### config.mk
export PLATFORM = sky130hd
export DESIGN_NAME = nv_nvdla_nocif_wr_rsp_tracker
export DESIGN_NICKNAME = d
export VERILOG_FILES = /design/src/rtl/nv_nvdla_nocif_wr_rsp_tracker.sv
export SDC_FILE = /design/constraint.sdc
export NUM_CORES = 1
export LEC_CHECK = 0
export CAP_MARGIN = 0
export CELL_PAD_IN_SITES_DETAIL_PLACEMENT = 1
export CELL_PAD_IN_SITES_GLOBAL_PLACEMENT = 2
export CORE_MARGIN = 1
export CORE_UTILIZATION = 45
export CTS_BUF_LIST = sky130_fd_sc_hd__clkbuf_4 sky130_fd_sc_hd__clkbuf_8
export DETAILED_ROUTE_END_ITERATION = 16
export GPL_TIMING_DRIVEN = 0
export PLACE_DENSITY_LB_ADDON = 0.1
export SYNTH_ARGS = -nofsm -noshare
export SYNTH_HDL_FRONTEND = slang
export SYNTH_SLANG_ARGS = --single-unit
### constraint.sdc
create_clock -name nvdla_core_clk -period 8.33 [get_ports nvdla_core_clk]
set_input_delay 2.499 -clock nvdla_core_clk [delete_from_list [all_inputs] [get_ports nvdla_core_clk]]
set_output_delay 2.499 -clock nvdla_core_clk [all_outputs]
set_load 0.01 [all_outputs]
### src/rtl/nv_nvdla_nocif_wr_rsp_tracker.sv
// nv_nvdla_nocif_wr_rsp_tracker: per-client write completion queues matched against AXI B
// responses by ID, with beat-based outstanding credit tracking and sticky unexpected-ID error.
module nv_nvdla_nocif_wr_rsp_tracker #(
   parameter int NUM_CLIENTS = 5,
   parameter int CQ_DEPTH    = 16,
   parameter int LEN_W       = 2,
   parameter int ID_W        = 8,
   parameter int OS_W        = 8,
   localparam int CL_W       = NUM_CLIENTS > 1 ? $clog2(NUM_CLIENTS) : 1
) (
   input  logic                   nvdla_core_clk,
   input  logic                   nvdla_core_rst,
   input  logic                   issue_vld,
   output logic                   issue_rdy,
   input  logic [CL_W-1:0]        issue_client,
   input  logic [LEN_W-1:0]       issue_len,
   input  logic                   issue_ack,
   input  logic [OS_W-1:0]        reg2dp_wr_os_cnt,
   input  logic                   noc2cvif_axi_b_bvalid,
   output logic                   noc2cvif_axi_b_bready,
   input  logic [ID_W-1:0]        noc2cvif_axi_b_bid,
   output logic [NUM_CLIENTS-1:0] wr_rsp_complete,
   output logic                   os_release_vld,
   output logic [LEN_W-1:0]       os_release_len,
   output logic [OS_W:0]          os_cnt_cur,
   output logic                   err_unexp_bid,
   input  logic                   err_clr
);
   localparam int AW = $clog2(CQ_DEPTH);
   localparam int NP = 1 << CL_W;
   localparam int SW = OS_W + 2;
   logic [LEN_W:0] mem [NUM_CLIENTS][CQ_DEPTH];
   logic [AW:0] wp [NUM_CLIENTS];
   logic [AW:0] rp [NUM_CLIENTS];
   logic [NP-1:0] full_v, nemp_v;
   logic [CL_W-1:0] b_cl, b_ci;
   logic [LEN_W:0] head;
   logic push, b_acc, match;
   logic [SW-1:0] os_add, os_sub, os_nxt;
   // Client slots beyond NUM_CLIENTS read as full and empty so they never accept or match.
   always_comb begin
      full_v = '1;
      nemp_v = '0;
      for (int c = 0; c < NUM_CLIENTS; c++) begin
         full_v[c] = (wp[c] ^ rp[c]) == {1'b1, {AW{1'b0}}};
         nemp_v[c] = wp[c] != rp[c];
      end
      issue_rdy = noc2cvif_axi_b_bready & ~full_v[issue_client]
                  & (SW'(os_cnt_cur) + SW'(issue_len) + SW'(1) <= SW'(reg2dp_wr_os_cnt) + SW'(1));
      push = issue_vld & issue_rdy;
      b_cl = noc2cvif_axi_b_bid[CL_W-1:0];
      b_ci = (32'(b_cl) < NUM_CLIENTS) ? b_cl : '0;
      head = mem[b_ci][rp[b_ci][AW-1:0]];
      b_acc = noc2cvif_axi_b_bvalid & noc2cvif_axi_b_bready;
      match = b_acc & ((noc2cvif_axi_b_bid >> CL_W) == '0) & nemp_v[b_cl];
      os_add = push ? SW'(issue_len) + SW'(1) : '0;
      os_sub = match ? SW'(head[LEN_W-1:0]) + SW'(1) : '0;
      os_nxt = SW'(os_cnt_cur) + os_add - os_sub;
   end
   always_ff @(posedge nvdla_core_clk) begin
      if (push) mem[issue_client][wp[issue_client][AW-1:0]] <= {issue_ack, issue_len};
   end
   always_ff @(posedge nvdla_core_clk or posedge nvdla_core_rst) begin
      if (nvdla_core_rst) begin
         noc2cvif_axi_b_bready <= 1'b0;
         os_cnt_cur <= '0;
         err_unexp_bid <= 1'b0;
         os_release_vld <= 1'b0;
         os_release_len <= '0;
         wr_rsp_complete <= '0;
         for (int c = 0; c < NUM_CLIENTS; c++) begin
            wp[c] <= '0;
            rp[c] <= '0;
         end
      end else begin
         noc2cvif_axi_b_bready <= 1'b1;
         os_cnt_cur <= os_nxt[OS_W:0];
         if (push) wp[issue_client] <= wp[issue_client] + 1'b1;
         if (match) rp[b_ci] <= rp[b_ci] + 1'b1;
         os_release_vld <= match;
         os_release_len <= match ? head[LEN_W-1:0] : '0;
         wr_rsp_complete <= (match & head[LEN_W]) ? NUM_CLIENTS'(1) << b_ci : '0;
         err_unexp_bid <= (b_acc & ~match) | (err_unexp_bid & ~err_clr);
      end
   end
endmodule

======== After elaboration in Yosys (flattened, before gate mapping) ========
Memory sizes are Yosys's and may differ from the RTL's.
Index checks and enable logic that the tools add are counted.
operators by class
  order comparisons ....................... 11
  reduce and logical (&&, ||, !) cells .... 4
  shift-type cells ........................ 1
  equality and inequality tests ........... 10
  multiplexer cells ....................... 28
  add/subtract/negate cells ............... 9
  bitwise logic cells ..................... 22
operators by type and width
  operator                 number
  $bwmux W25               2
  $mux W48                 1
  $mux W5                  7
  $bmux W5 S3              2
  $demux W5 S3             2
  $eq A5 B5 Y1 const B     5
  $ne A5 B5 Y1             5
  $xor A5 B5 Y5            5
  $mux W3                  6
  $bmux W3 S4              1
  $demux W3 S4             1
  $add A10 B1 Y10 const B  1
  $add A5 B1 Y5 const B    2
  $add A9 B2 Y10           1
  $ge A5 B5 Y1 const B     2
  $le A10 B9 Y1            1
  $not A4 Y5               2
  $add A8 B1 Y9 const B    1
  $add A9 B3 Y9            1
  $and A1 B1 Y1            9
  $sub A9 B3 Y9            1
  $ge A4 B4 Y1 const B     2
  $logic_not A8 Y1         1
  $lt A3 B4 Y1 const B     2
  other kinds (12)         22
word-level totals
  memories kept ........................... 1
  input port bits ......................... 27
  RAM bits ................................ 240
  word-level logic and storage cells ...... 102
  bits in registers ....................... 69
  output and inout port bits .............. 20
memory list
  name  words  width  rd ports  clocked after Yosys merged registers in  wr ports  line  RTL
  mem   5      48     1         0                                        1         32    logic [LEN_W:0] mem [NUM_CLIENTS][CQ_DEPTH];

======== Longest topological paths before layout ========
Gate-level depths: netlist of run 1.
  depth in word-level cells ............... 13
  mapped depth ............................ 26
  depth with buffers taken out ............ 26

======== Worst setup path before layout of run 1 ========
OpenSTA, ideal clock, no wires.
  path type ............................... input to output
  start point ............................. input issue_len[0]
  end point ............................... output issue_rdy
  setup slack ............................. 925 ps
  stages .................................. 12
  arrival time ............................ 4,906 ps
  path buffers ............................ 0
  data required time ...................... 5,831 ps
  cell sequence ........................... inv_1 ha_1 inv_1 fa_1 and3_1 nand3_1 xnor2_1 ha_1 nor2b_1 o41ai_2 nand2_1 nor3_1
on the way
  word-level cells in the longest chain between the ends .. 4
RTL lines
  item             line  RTL
  from (decl)      16    input logic [LEN_W-1:0] issue_len,
  $add A9 B2 Y10   49    & (SW'(os_cnt_cur) + SW'(issue_len) + SW'(1) <= SW'(reg2dp_wr_os_cnt) + SW'(1));
  $add A10 B1 Y10  49
  $le A10 B9 Y1    49
  $and A1 B1 Y1    49
  to (decl)        14    output logic issue_rdy,
No other way between the ends.

======== Worst setup path in the final report of run 1 ========
  start point ............................. input noc2cvif_axi_b_bid[2]
  end point ............................... register os_cnt_cur[8]
on the way
  word-level cells in the longest chain between the ends .. 13
  elaborated cells between the ends (all ways) .. 17
  classes of those cells .................. add/sub: 2; order compare: 1; mux: 10; bitwise: 3; memory: 1
RTL lines
  item                                        line  RTL
  from (decl)                                 21    input logic [ID_W-1:0] noc2cvif_axi_b_bid,
  $lt A3 B3 Y1                                52    b_ci = (32'(b_cl) < NUM_CLIENTS) ? b_cl : '0;
  $mux W3                                     52
  $not A3 Y4 (not written as such)            53    head = mem[b_ci][rp[b_ci][AW-1:0]];
  $bmux W5 S3                                 53
  $mux W5 (2 in a row)                        n/a
  $not A4 Y5 (not written as such)            53
  $bmux W3 S4                                 53
  $mux W3 (not written as such) (2 in a row)  53
  $add A2 B1 Y3                               57    os_sub = match ? SW'(head[LEN_W-1:0]) + SW'(1) : '0;
  $mux W3 (*)                                 57
  $sub A9 B3 Y9 (*)                           58    os_nxt = SW'(os_cnt_cur) + os_add - os_sub;
  via os_nxt[8]                               39    logic [SW-1:0] os_add, os_sub, os_nxt;
  to (signal assigned)                        77    os_cnt_cur <= os_nxt[OS_W:0];
  to (decl)                                   25    output logic [OS_W:0] os_cnt_cur,
Mark *: on every way through the listed nets, which the timed path passes. The rest lies on a longest branch. The select of a mux whose other input is x is not followed.
A chain may end at the register's enable or synchronous reset.

==> impl_metrics.prom, run 1 <==
# TYPE chip_impl_metric gauge
chip_impl_info{name="status",value="completed"} 1
chip_impl_info{name="rsz0062_at_grt",value="no"} 1
chip_impl_metric{name="synthesized_netlist_net_count",unit=""} 1234
chip_impl_metric{name="insertion_delay",unit="ns"} 0.63
chip_impl_metric{name="synth_edf_count",unit=""} 240
chip_impl_metric{name="grt_max_degree",unit=""} 84
chip_impl_metric{name="cts_hold_buf",unit=""} 0
chip_impl_metric{name="yosysWarnings",unit=""} 0
chip_impl_metric{name="antenna_violations_before_repair",unit=""} 1
chip_impl_metric{name="groute.usage.overall",unit="%"} 32.3
chip_impl_metric{name="post-synth-top-area-fraction",unit="%"} 47.6
chip_impl_metric{name="cp.required",unit="ns"} 8.86
chip_impl_info{name="ys.flop_type",value="edfxtp_1"} 1
chip_impl_info{name="worstSetupStartpointType",value="input pin"} 1
chip_impl_metric{name="static_leakage",unit="uW"} 0.00633
chip_impl_metric{name="grt_pass1_wl",unit="mm"} 77.9
chip_impl_metric{name="critical_path_peak_fanout",unit=""} 10
chip_impl_metric{name="die_outline_area",unit="mm2"} 0.0344
chip_impl_metric{name="period_share",unit="%"} 97.7
chip_impl_metric{name="syn_avg_cell_area",unit="um2"} 13.0
chip_impl_info{name="netlist.top_cell.by_area",value="edfxtp_1"} 1
chip_impl_metric{name="postPlaceCellArea",unit="mm2"} 0.0161
chip_impl_metric{name="hold_slack",unit="ns"} 0.537
chip_impl_metric{name="rows",unit=""} 66
chip_impl_metric{name="layout.cells.non_filler",unit=""} 1758
chip_impl_info{name="cts_root_buffer",value="clkbuf_8"} 1
chip_impl_info{name="hold_class",value="flop to flop"} 1
chip_impl_metric{name="drt_first_pass_iters",unit=""} 6
chip_impl_metric{name="synth_area",unit="mm2"} 0.0152
chip_impl_metric{name="post_synthesis_cell_type_count",unit=""} 84
chip_impl_metric{name="number_of_hold_slack_violations_in_the_final_timing_report",unit=""} 0
chip_impl_metric{name="clockBufferDepth",unit=""} 3
chip_impl_metric{name="die_w",unit="um"} 185
chip_impl_info{name="layout.cells.most_common_list",value="240 x edfxtp_1, 94 x nand2_1, 69 x dfrtp_1, 62 x nor2_1, 62 x mux2_2"} 1
chip_impl_metric{name="powerDensity",unit="mW/mm2"} 242
chip_impl_info{name="layout_commonest_cell",value="edfxtp_1"} 1
chip_impl_metric{name="worst_max_slew_margin_expressed_relative_to_the_limit",unit="%"} 22.8
chip_impl_metric{name="timing.clock.skew",unit="ns"} 0.0340
chip_impl_metric{name="detailedRoute.firstIterationViolations",unit=""} 1336
chip_impl_metric{name="ys_seq_elements",unit=""} 309
chip_impl_metric{name="fin_nets",unit=""} 1336
chip_impl_metric{name="tightest_slew",unit="ns"} 1.16
chip_impl_metric{name="ys_async_sr_fraction",unit="%"} 22.3
chip_impl_metric{name="initial_util",unit="%"} 46.1
chip_impl_info{name="critPathCaptureType",value="flop"} 1
chip_impl_metric{name="cells_after_synth",unit=""} 1169
chip_impl_metric{name="pin_count",unit=""} 47
chip_impl_metric{name="htree_num_levels",unit=""} 2
chip_impl_metric{name="timing_max_transition_violations_final",unit=""} 0
chip_impl_info{name="cts_tree",value="done"} 1
chip_impl_metric{name="cts-buffers-inserted",unit=""} 55
chip_impl_metric{name="wl_per_cell",unit="um"} 30.8
chip_impl_metric{name="worst-endpoint-arrival",unit="ns"} 8.67
chip_impl_metric{name="route.final.wire_length",unit="mm"} 54.1
chip_impl_metric{name="place_worst_setup_slack",unit="ns"} -0.845
chip_impl_metric{name="ys_seq_area_share",unit="%"} 59.0
chip_impl_metric{name="detailed_place_hpwl",unit="mm"} 37.1
chip_impl_metric{name="layout_cells_sized_above_1",unit="%"} 17.7
chip_impl_info{name="path_class",value="input pin to flop"} 1
chip_impl_metric{name="finalWorstPathRequiredPeriod",unit="ns"} 8.14
chip_impl_metric{name="filler_cell_count",unit=""} 3448
chip_impl_metric{name="area_of_the_core_region",unit="mm2"} 0.0329
chip_impl_metric{name="gp_routability_congestion",unit=""} 1.01
chip_impl_metric{name="crit_path_setup_slack_layout",unit="ns"} 0.194
chip_impl_metric{name="setup_tns",unit="ns"} 0
chip_impl_metric{name="die_height",unit="um"} 185
chip_impl_metric{name="clk_pin_slew",unit="ns"} 0.06
chip_impl_metric{name="area.growth.synth_to_final",unit="%"} 13.9
chip_impl_metric{name="cts_sinks",unit=""} 309
chip_impl_metric{name="routed_via_count_divided_by_cell_count",unit=""} 6.32
chip_impl_metric{name="fmax",unit="GHz"} 0.123
chip_impl_metric{name="via_count_of_the_first_global_routing_pass",unit=""} 11300
chip_impl_metric{name="ir_worst_vdd",unit="mV"} 0.202
chip_impl_metric{name="buffers_added_on_ports",unit=""} 44
chip_impl_metric{name="grt-ovfl-total",unit=""} 0
chip_impl_metric{name="dpl.cell_count",unit=""} 1655
chip_impl_metric{name="post-route-cell-area",unit="mm2"} 0.0173
chip_impl_info{name="synth_top_cells_by_area",value="edfxtp_1 48%, dfrtp_1 11%, mux2_2 4.6%"} 1
chip_impl_metric{name="setup_viol_count_final",unit=""} 0
chip_impl_metric{name="detail-route-antenna-nets",unit=""} 0
chip_impl_metric{name="number_of_remaining_drc_errors",unit=""} 0
chip_impl_metric{name="max-cap-violations",unit=""} 0
chip_impl_metric{name="num_vias",unit=""} 11100
-- sequential cells by signal (all words and copies together), names as in the netlist --
register / flops
wp: 25
rp: 25
os_release_len: 2
noc2cvif_axi_b_bready: 1
mem: 240
os_cnt_cur: 9
wr_rsp_complete: 5
os_release_vld: 1
err_unexp_bid: 1
-- cell type report --
class | count | area, um2 | share of cell area [%]
tap | 442 | 553 | 3.20
clock inverter | 33 | 178 | 1.03
multi-input combinational | 755 | 5710 | 33.1
sequential | 309 | 8930 | 51.8
antenna | 1 | 2.50 | 0.0145
timing repair buffer | 45 | 463 | 2.68
buffer | 66 | 407 | 2.36
clock buffer | 68 | 861 | 4.99
inverter | 39 | 150 | 0.870
-- power by group --
| part | leakage [uW] | internal, uW | total, uW | switching [uW] |
|---|---|---|---|---|
| clock | 0.000542 | 711 | 1360 | 651 |
| combinational | 0.00271 | 404 | 989 | 586 |
| sequential | 0.00308 | 1730 | 1820 | 84.6 |
| total | 0.00633 | 2850 | 4170 | 1320 |
-- critical path, cell delays in order --
cell	delay, ns
clkdlybuf4s50_1	0.59
buf_6	0.27
inv_1	0.08
buf_2	0.34
buf_2	0.44
buf_2	0.42
o211ai_1	0.19
a21o_1	0.19
a31oi_1	0.25
a311oi_1	0.16
nor3_1	0.51
ha_1	0.33
and2_1	0.17
fa_1	0.50
inv_1	0.07
fa_1	0.46
a21o_1	0.18
a21oi_1	0.23
o21bai_1	0.09
a21oi_1	0.23
o21bai_1	0.10
a21oi_1	0.17
xor2_1	0.15
-- metrics by stage --
step / utilization, % / power [uW]
2_1_floorplan: - / 2440
3_3_place_gp: 49.1 / 2780
3_5_place_dp: 49.1 / 2810
4_1_cts: 52.4 / 4180
5_1_grt: 52.5 / 4350
6_report: 52.5 / 4170
-- Yosys cell counts (all sizes together) (12+ instances only) --
master,n
nor3,48
ha,34
o21ai,21
mux2i,57
xnor2,27
nor2,63
nor2b,12
clkbuf,22
o22ai,37
xor2,26
a22oi,15
nor4,13
mux2,63
mux4,12
nand3,30
inv,38
buf,44
a21oi,44
nand2,95
edfxtp,240
a221oi,14
dfrtp,69
-- worst paths after layout --
| path | startpoint | depth (start not counted) | endpoint | slack, ns |
|---|---|---|---|---|
| max in group asynchronous | nvdla_core_rst | 2 | wr_rsp_complete[0] | 5.30 |
| min | err_unexp_bid | 2 | err_unexp_bid | 0.54 |
| min reg2reg | err_unexp_bid | 2 | err_unexp_bid | 0.54 |
| max | noc2cvif_axi_b_bid[2] | 23 | os_cnt_cur[8] | 0.19 |
| min in group asynchronous | nvdla_core_rst | 2 | wp[8] | 2.43 |
| max reg2reg | rp[5] | 21 | os_cnt_cur[8] | 2.60 |
-- layer usage --
layer  vias to the layer above  share of wire, %  track usage, %
met5                         -                 0               0
met4                         0               3.8            12.0
met3                       135               8.8            6.81
met2                       592                45            49.1
met1                      5692                43            45.3
li1                       4689                 -               -
-- logic make-up (layout without fill, tap and decap cells) --
logic type | count (synthesis) | count (layout) | share of synthesized area, %
flip-flops | 309 | 309 | 59.0
AND/OR/NAND/NOR | 308 | 308 | 9.88
AO/OA/AOI/OAI | 223 | 223 | 10.9
multiplexers | 132 | 132 | 10.3
buffers and inverters | 105 | 251 | 3.58
XOR/XNOR | 53 | 53 | 3.06
adder cells (fa/ha/maj) | 38 | 38 | 3.34
other | 1 | 2 | 0.0247
-- timing repair --
| item | CTS | global route |
|---|---|---|
| resized for setup | 9 | 17 |
| pin swaps | 1 | 0 |
| cloned | 0 | 0 |
| setup buffers | 1 | 0 |
| endpoints found under the setup margin | 3 | 3 |
| endpoints found under the hold margin | 0 | 0 |
Power figures use the tool's default switching activity.
==> run 2, diff against run 1 <==
- CTS_BUF_LIST: sky130_fd_sc_hd__clkbuf_4 sky130_fd_sc_hd__clkbuf_8 -> not set
==> impl_metrics.prom, run 2 (same netlist as run 1, synthesis figures left out) <==
# TYPE chip_impl_metric gauge
chip_impl_metric{name="seqCellArea",unit="mm2"} 0.00893
chip_impl_metric{name="die_height",unit="um"} 185
chip_impl_info{name="reg2reg_from",value="rp[10]"} 1
chip_impl_metric{name="timing_max_transition_violations_final",unit=""} 0
chip_impl_metric{name="filler_cell_count",unit=""} 3393
chip_impl_metric{name="area_of_the_core_region",unit="mm2"} 0.0329
chip_impl_metric{name="dpl.cell_count",unit=""} 1655
chip_impl_metric{name="cts_sinks",unit=""} 309
chip_impl_metric{name="groute.usage.overall",unit="%"} 32.5
chip_impl_metric{name="power_switching",unit="uW"} 1310
chip_impl_info{name="worstSetupStartpointType",value="input pin"} 1
chip_impl_metric{name="die_w",unit="um"} 185
chip_impl_metric{name="worst-endpoint-arrival",unit="ns"} 8.72
chip_impl_metric{name="netSwitchingFraction",unit="%"} 29.9
chip_impl_metric{name="finalWorstPathRequiredPeriod",unit="ns"} 8.27
chip_impl_metric{name="worst_max_slew_margin_expressed_relative_to_the_limit",unit="%"} 25.1
chip_impl_metric{name="clk_pin_slew",unit="ns"} 0.06
chip_impl_metric{name="max-cap-violations",unit=""} 0
chip_impl_info{name="layout_commonest_cell",value="edfxtp_1"} 1
chip_impl_metric{name="cp.required",unit="ns"} 8.78
chip_impl_metric{name="detailedRoute.firstIterationViolations",unit=""} 1263
chip_impl_info{name="status",value="completed"} 1
chip_impl_metric{name="layout_cells_sized_above_1",unit="%"} 16.2
chip_impl_metric{name="setup_viol_count_final",unit=""} 0
chip_impl_metric{name="multiInputGateArea",unit="mm2"} 0.00571
chip_impl_metric{name="gp_routability_congestion",unit=""} 1.01
chip_impl_metric{name="antenna_violations_before_repair",unit=""} 2
chip_impl_metric{name="detail-route-antenna-nets",unit=""} 0
chip_impl_metric{name="cts-buffers-inserted",unit=""} 35
chip_impl_metric{name="grt_pass1_wl",unit="mm"} 78.4
chip_impl_metric{name="grt-ovfl-total",unit=""} 0
chip_impl_metric{name="fmax",unit="GHz"} 0.121
chip_impl_info{name="cp-startpoint",value="noc2cvif_axi_b_bid[2]"} 1
chip_impl_metric{name="internal-power",unit="uW"} 3070
chip_impl_metric{name="power.share.combinational",unit="%"} 22.8
chip_impl_info{name="layout.cells.most_common_list",value="240 x edfxtp_1, 94 x nand2_1, 69 x dfrtp_1, 62 x nor2_1, 62 x mux2_2"} 1
chip_impl_info{name="path_class",value="input pin to flop"} 1
chip_impl_info{name="cts_tree",value="done"} 1
chip_impl_metric{name="critical_path_peak_fanout",unit=""} 10
chip_impl_metric{name="fin_nets",unit=""} 1319
chip_impl_metric{name="static_leakage",unit="uW"} 0.00638
chip_impl_metric{name="grt_max_degree",unit=""} 84
chip_impl_metric{name="number_of_hold_slack_violations_in_the_final_timing_report",unit=""} 0
chip_impl_metric{name="insertion_delay",unit="ns"} 0.52
chip_impl_metric{name="routed_via_count_divided_by_cell_count",unit=""} 6.43
chip_impl_metric{name="htree_num_levels",unit=""} 2
chip_impl_metric{name="num_vias",unit=""} 11000
chip_impl_metric{name="route.final.wire_length",unit="mm"} 54.6
chip_impl_metric{name="period_share",unit="%"} 99.3
chip_impl_metric{name="via_count_of_the_first_global_routing_pass",unit=""} 11300
chip_impl_metric{name="buffers_added_on_ports",unit=""} 44
chip_impl_metric{name="antenna_cells",unit=""} 0
chip_impl_metric{name="largest_register_ffs",unit=""} 240
chip_impl_metric{name="pwr-share-seq",unit="%"} 41.5
chip_impl_metric{name="initial_util",unit="%"} 46.1
chip_impl_metric{name="pin_count",unit=""} 47
chip_impl_metric{name="rows",unit=""} 66
chip_impl_metric{name="clockBufferDepth",unit=""} 3
chip_impl_metric{name="final_core_utilization",unit="%"} 52.9
chip_impl_metric{name="layout.cells.non_filler",unit=""} 1717
chip_impl_metric{name="detailed_place_hpwl",unit="mm"} 37.1
chip_impl_metric{name="r2r_setup_slack",unit="ns"} 2.57
chip_impl_metric{name="area.growth.synth_to_final",unit="%"} 14.8
chip_impl_metric{name="tightest_slew",unit="ns"} 1.12
chip_impl_info{name="r2r_end",value="os_cnt_cur[8]"} 1
chip_impl_info{name="cts_root_buffer",value="clkbuf_16"} 1
chip_impl_info{name="critPathCaptureType",value="flop"} 1
chip_impl_metric{name="wl_per_cell",unit="um"} 31.8
chip_impl_info{name="timing.critical_path.to",value="os_cnt_cur[8]"} 1
chip_impl_metric{name="timing.clock.skew",unit="ns"} 0.0171
chip_impl_metric{name="powerDensity",unit="mW/mm2"} 252
chip_impl_metric{name="timing.reg2reg.worst_path_depth",unit=""} 21
chip_impl_info{name="rsz0062_at_grt",value="yes"} 1
chip_impl_metric{name="ir_worst_vdd",unit="mV"} 0.187
chip_impl_metric{name="die_outline_area",unit="mm2"} 0.0344
chip_impl_metric{name="drt_first_pass_iters",unit=""} 5
chip_impl_metric{name="number_of_remaining_drc_errors",unit=""} 0
chip_impl_metric{name="clock_power_share",unit="%"} 35.8
chip_impl_info{name="hold_class",value="flop to flop"} 1
[run 2: cell types whose count changed in the layout (fill, tap and decap cells not counted), sizes merged, moves of 2 or more]
cell and change:
buf +2, bufinv +3, clkbuf -22, clkinv -23
[run 2: timing repair]
item | in CTS | in global routing
setup endpoints to repair | 4 | 3
resized for setup | 10 | 19
gates cloned | 1 | 0
hold buffers | 0 | 0
setup buffers | 1 | 2
pin swaps | 1 | 1
[run 2: worst min path at each step]
stage / to / cells after the start / startpoint
2_1_floorplan: rp[7] / 1 / rp[7]
3_3_place_gp: err_unexp_bid / 2 / err_unexp_bid
3_5_place_dp: err_unexp_bid / 2 / err_unexp_bid
4_1_cts: err_unexp_bid / 2 / err_unexp_bid
5_1_grt: err_unexp_bid / 2 / err_unexp_bid
6_report: err_unexp_bid / 2 / err_unexp_bid
[run 2: per-stage QoR]
stage	setup TNS (ns)	cell area (um2)	worst slack [ns]	power, uW	hold slack, ns
final	0	17400	0.0572	4380	0.537
after global routing	-0.0273	17400	-0.0273	4540	0.574
after CTS	0	17400	0.00527	4390	0.538
after detailed placement	-3.52	16100	-0.845	2810	0.533
after global placement	-250.25	16100	-2.86	2780	0.527
after floorplan	0	15200	0.925	2440	0.514
[run 2: layout make-up]
cell class | instances | share of cell area (%)
tap | 442 | 3.18
clock inverter | 13 | 1.01
timing repair buffer | 48 | 2.98
clock buffer | 45 | 5.48
multi-input combinational | 755 | 32.8
sequential | 309 | 51.4
buffer | 66 | 2.32
inverter | 39 | 0.863
[run 2: worst max-delay path, cell delays in order]
cell and delay [ns]:
clkdlybuf4s50_1 0.59, buf_6 0.27, inv_1 0.08, buf_2 0.34, buf_2 0.43, buf_2 0.43, a21oi_1 0.08, a221oi_1 0.27
mux2i_1 0.15, mux2i_1 0.29, nor4_1 0.11, nor3_1 0.41, ha_1 0.33, and2_1 0.18, fa_1 0.51, inv_1 0.07
fa_1 0.46, a21o_1 0.18, a21oi_1 0.23, o21bai_1 0.10, a21oi_1 0.23, o21bai_1 0.10, a21oi_1 0.17, xor2_1 0.15
[run 2: power by group through the flow]
stage / sequential [uW] / clock (uW) / combinational, uW
6_report: 1820 / 1570 / 998
3_5_place_dp: 1850 / 0 / 957
4_1_cts: 1820 / 1580 / 992
3_3_place_gp: 1850 / 0 / 926
2_1_floorplan: 1830 / 0 / 610
5_1_grt: 1830 / 1630 / 1090
[run 2: routing by layer]
metal	share of wire (%)	GRT usage (%)	routed length (um)	vias up
li1	-	-	-	4633
met1	42	45.6	23000	5715
met2	45	50.4	24500	586
met3	9.3	6.05	5080	113
met4	3.7	11.9	2010	0
met5	0	0	0	-
==> run 3, diff against run 2 <==
- ABC_AREA: not set -> 0
- CORE_UTILIZATION: 45 -> 44
- clock period: 8.33 -> 9.5 ns (I/O delays scaled with it)
==> impl_metrics.prom, run 3 (same netlist as run 1, synthesis figures left out) <==
# TYPE chip_impl_metric gauge
chip_impl_metric{name="area.growth.synth_to_final",unit="%"} 14.7
chip_impl_metric{name="critPathMaxStageDelay",unit="ns"} 1.04
chip_impl_metric{name="drt_first_pass_iters",unit=""} 5
chip_impl_metric{name="cts-buffers-inserted",unit=""} 36
chip_impl_metric{name="cts_sinks",unit=""} 309
chip_impl_metric{name="power_switching",unit="uW"} 1160
chip_impl_info{name="path_class",value="input pin to flop"} 1
chip_impl_metric{name="number_of_remaining_drc_errors",unit=""} 0
chip_impl_metric{name="groute.usage.overall",unit="%"} 31.1
chip_impl_metric{name="insertion_delay",unit="ns"} 0.56
chip_impl_info{name="layout.cells.most_common_list",value="240 x edfxtp_1, 94 x nand2_1, 69 x dfrtp_1, 62 x nor2_1, 62 x mux2_2"} 1
chip_impl_metric{name="fmax",unit="GHz"} 0.108
chip_impl_metric{name="power.share.combinational",unit="%"} 22.3
chip_impl_metric{name="area_of_the_core_region",unit="mm2"} 0.0337
chip_impl_metric{name="detailed_place_hpwl",unit="mm"} 37.5
chip_impl_metric{name="grt_max_degree",unit=""} 84
chip_impl_metric{name="die_outline_area",unit="mm2"} 0.0352
chip_impl_info{name="cts_tree",value="done"} 1
chip_impl_metric{name="tightest_slew",unit="ns"} 1.30
chip_impl_info{name="crit_path_frequent_cell",value="a21oi_1"} 1
chip_impl_info{name="path_delay_family",value="buffers and inverters"} 1
chip_impl_metric{name="detailedRoute.firstIterationViolations",unit=""} 1249
chip_impl_metric{name="buffers_added_on_ports",unit=""} 44
chip_impl_metric{name="critical_path_peak_fanout",unit=""} 10
chip_impl_metric{name="number_of_hold_slack_violations_in_the_final_timing_report",unit=""} 0
chip_impl_info{name="cts_root_buffer",value="clkbuf_16"} 1
chip_impl_metric{name="r2r_setup_slack",unit="ns"} 3.48
chip_impl_metric{name="die_height",unit="um"} 188
chip_impl_metric{name="die_w",unit="um"} 188
chip_impl_metric{name="worst_max_slew_margin_expressed_relative_to_the_limit",unit="%"} 11.2
chip_impl_metric{name="via_count_of_the_first_global_routing_pass",unit=""} 11100
chip_impl_metric{name="initial_util",unit="%"} 45.0
chip_impl_metric{name="wl_per_cell",unit="um"} 31.3
chip_impl_metric{name="cp.buffers_inverters",unit=""} 5
chip_impl_info{name="hold_class",value="flop to flop"} 1
chip_impl_metric{name="clk_pin_slew",unit="ns"} 0.06
chip_impl_metric{name="worst-endpoint-arrival",unit="ns"} 9.70
chip_impl_metric{name="timing_max_transition_violations_final",unit=""} 0
chip_impl_metric{name="max-cap-violations",unit=""} 0
chip_impl_metric{name="place_worst_setup_slack",unit="ns"} -0.323
chip_impl_metric{name="timing.reg2reg.worst_path_depth",unit=""} 20
chip_impl_metric{name="period_share",unit="%"} 97.2
chip_impl_metric{name="grt_pass1_wl",unit="mm"} 78.0
chip_impl_metric{name="internal-power",unit="uW"} 2710
chip_impl_metric{name="routed_via_count_divided_by_cell_count",unit=""} 6.29
chip_impl_metric{name="route.final.wire_length",unit="mm"} 54.1
chip_impl_info{name="critPathCaptureType",value="flop"} 1
chip_impl_info{name="worstPathCellList",value="clkdlybuf4s50_1, buf_6, clkbuf_1, clkbuf_1, a311oi_1, a2111oi_0, nor3_1, or2_1, ha_1, and2_1, fa_1, inv_1, fa_1, a21o_1, a21oi_1, o21bai_1, a21oi_1, o21bai_1, a21oi_1, xor2_1"} 1
chip_impl_metric{name="crit_path_setup_slack_layout",unit="ns"} 0.262
chip_impl_metric{name="grt-ovfl-total",unit=""} 0
chip_impl_metric{name="min_delay_path_depth",unit=""} 2
chip_impl_metric{name="powerDensity",unit="mW/mm2"} 223
chip_impl_info{name="critical-path-slowest-cell",value="a2111oi_0"} 1
chip_impl_info{name="status",value="completed"} 1
chip_impl_metric{name="num_vias",unit=""} 10900
chip_impl_metric{name="static_leakage",unit="uW"} 0.00634
chip_impl_metric{name="setup_viol_count_final",unit=""} 0
chip_impl_metric{name="largest_register_ffs",unit=""} 240
chip_impl_metric{name="ir_worst_vdd",unit="mV"} 0.151
chip_impl_info{name="timing.hold.worst_endpoint",value="err_unexp_bid"} 1
chip_impl_info{name="rsz0062_at_grt",value="no"} 1
chip_impl_metric{name="htree_num_levels",unit=""} 2
chip_impl_info{name="reg2reg_from",value="rp[6]"} 1
chip_impl_metric{name="antenna_violations_before_repair",unit=""} 0
chip_impl_metric{name="cp.required",unit="ns"} 9.97
chip_impl_metric{name="finalWorstPathRequiredPeriod",unit="ns"} 9.24
chip_impl_metric{name="fin_nets",unit=""} 1319
chip_impl_metric{name="netSwitchingFraction",unit="%"} 29.9
chip_impl_metric{name="layout_cells_sized_above_1",unit="%"} 15.6
chip_impl_metric{name="pin_count",unit=""} 47
chip_impl_metric{name="clockBufferDepth",unit=""} 3
chip_impl_metric{name="pwr-share-seq",unit="%"} 41.1
chip_impl_metric{name="timing.clock.skew",unit="ns"} 0.0259
chip_impl_metric{name="clock_power_share",unit="%"} 36.6
chip_impl_metric{name="gp_routability_congestion",unit=""} 0.971
chip_impl_info{name="r2r_end",value="os_cnt_cur[8]"} 1
chip_impl_metric{name="rows",unit=""} 67
chip_impl_info{name="layout_commonest_cell",value="edfxtp_1"} 1
chip_impl_metric{name="detail-route-antenna-nets",unit=""} 0
chip_impl_metric{name="p_total",unit="uW"} 3870
chip_impl_info{name="timing.hold.worst.start",value="err_unexp_bid"} 1
chip_impl_info{name="worstSetupStartpointType",value="input pin"} 1
## run 3: through the flow
step                      hold WS (ns)  cell area [um2]  cells  utilization [%]  TNS [ns]
after global placement           0.527            16200   1661             47.9    -47.17
after CTS                        0.552            17400   1725             51.5         0
after detailed placement         0.546            16200   1662             48.0    -0.393
after floorplan                  0.514            15200   1169                -         0
final                            0.543            17400   1729             51.6         0
after global routing             0.568            17400   1727             51.6         0
## run 3: final cells by class
class | instances | area (um2)
fillers | 3438 | 16300
flip-flops and latches | 309 | 8930
multi-input cells | 755 | 5690
clock buffers | 41 | 920
well taps | 448 | 561
repair buffers | 47 | 473
plain buffers | 66 | 394
clock inverters | 22 | 258
inverters | 39 | 150
diodes | 2 | 5.00
## run 3: how the worst max path moves through the flow
| stage | startpoint | endpoint | slack (ns) | depth (start not counted) |
|---|---|---|---|---|
| after global placement | issue_len[0] | issue_rdy | -2.41 | 14 |
| after detailed placement | issue_len[0] | issue_rdy | -0.32 | 14 |
| final | noc2cvif_axi_b_bid[2] | os_cnt_cur[8] | 0.26 | 20 |
| after global routing | issue_len[0] | issue_rdy | 0.02 | 14 |
| after CTS | issue_len[0] | issue_rdy | 0.09 | 14 |
| after floorplan | issue_len[0] | issue_rdy | 1.39 | 12 |
## run 3: worst reg2reg max path: cells and delay by family (launching register included)
family | cells | cell delay (ns)
multiplexers | 1 | 0.51
AO/OA/AOI/OAI | 9 | 2.41
flip-flops | 1 | 0.40
AND/OR/NAND/NOR | 4 | 0.97
XOR/XNOR | 1 | 0.16
buffers and inverters | 2 | 0.27
adder cells (fa/ha/maj) | 3 | 1.26
## run 3: timing repair
item | in CTS | in global routing
buffers inserted | 0 | 2
hold buffers | 0 | 0
cloned | 0 | 0
hold endpoints to repair | 0 | 0
pin swaps | 0 | 1
gates resized for setup | 2 | 2
setup endpoints to repair | 1 | 1
## run 3: per-layer routing
| metal | global-route usage [%] | vias to the layer above | routed length, um |
|---|---|---|---|
| met3 | 6.94 | 100 | 4780 |
| met5 | 0 | - | 0 |
| met2 | 47.8 | 520 | 24700 |
| li1 | - | 4642 | - |
| met1 | 43.3 | 5612 | 22900 |
| met4 | 11.3 | 0 | 1700 |
## run 3: power by group through the flow
stage	clock network, uW	logic [uW]	registers [uW]
floorplan	0	535	1600
global placement	0	815	1620
detailed placement	0	835	1620
CTS	1430	852	1590
global route	1470	947	1600
finish	1420	866	1590
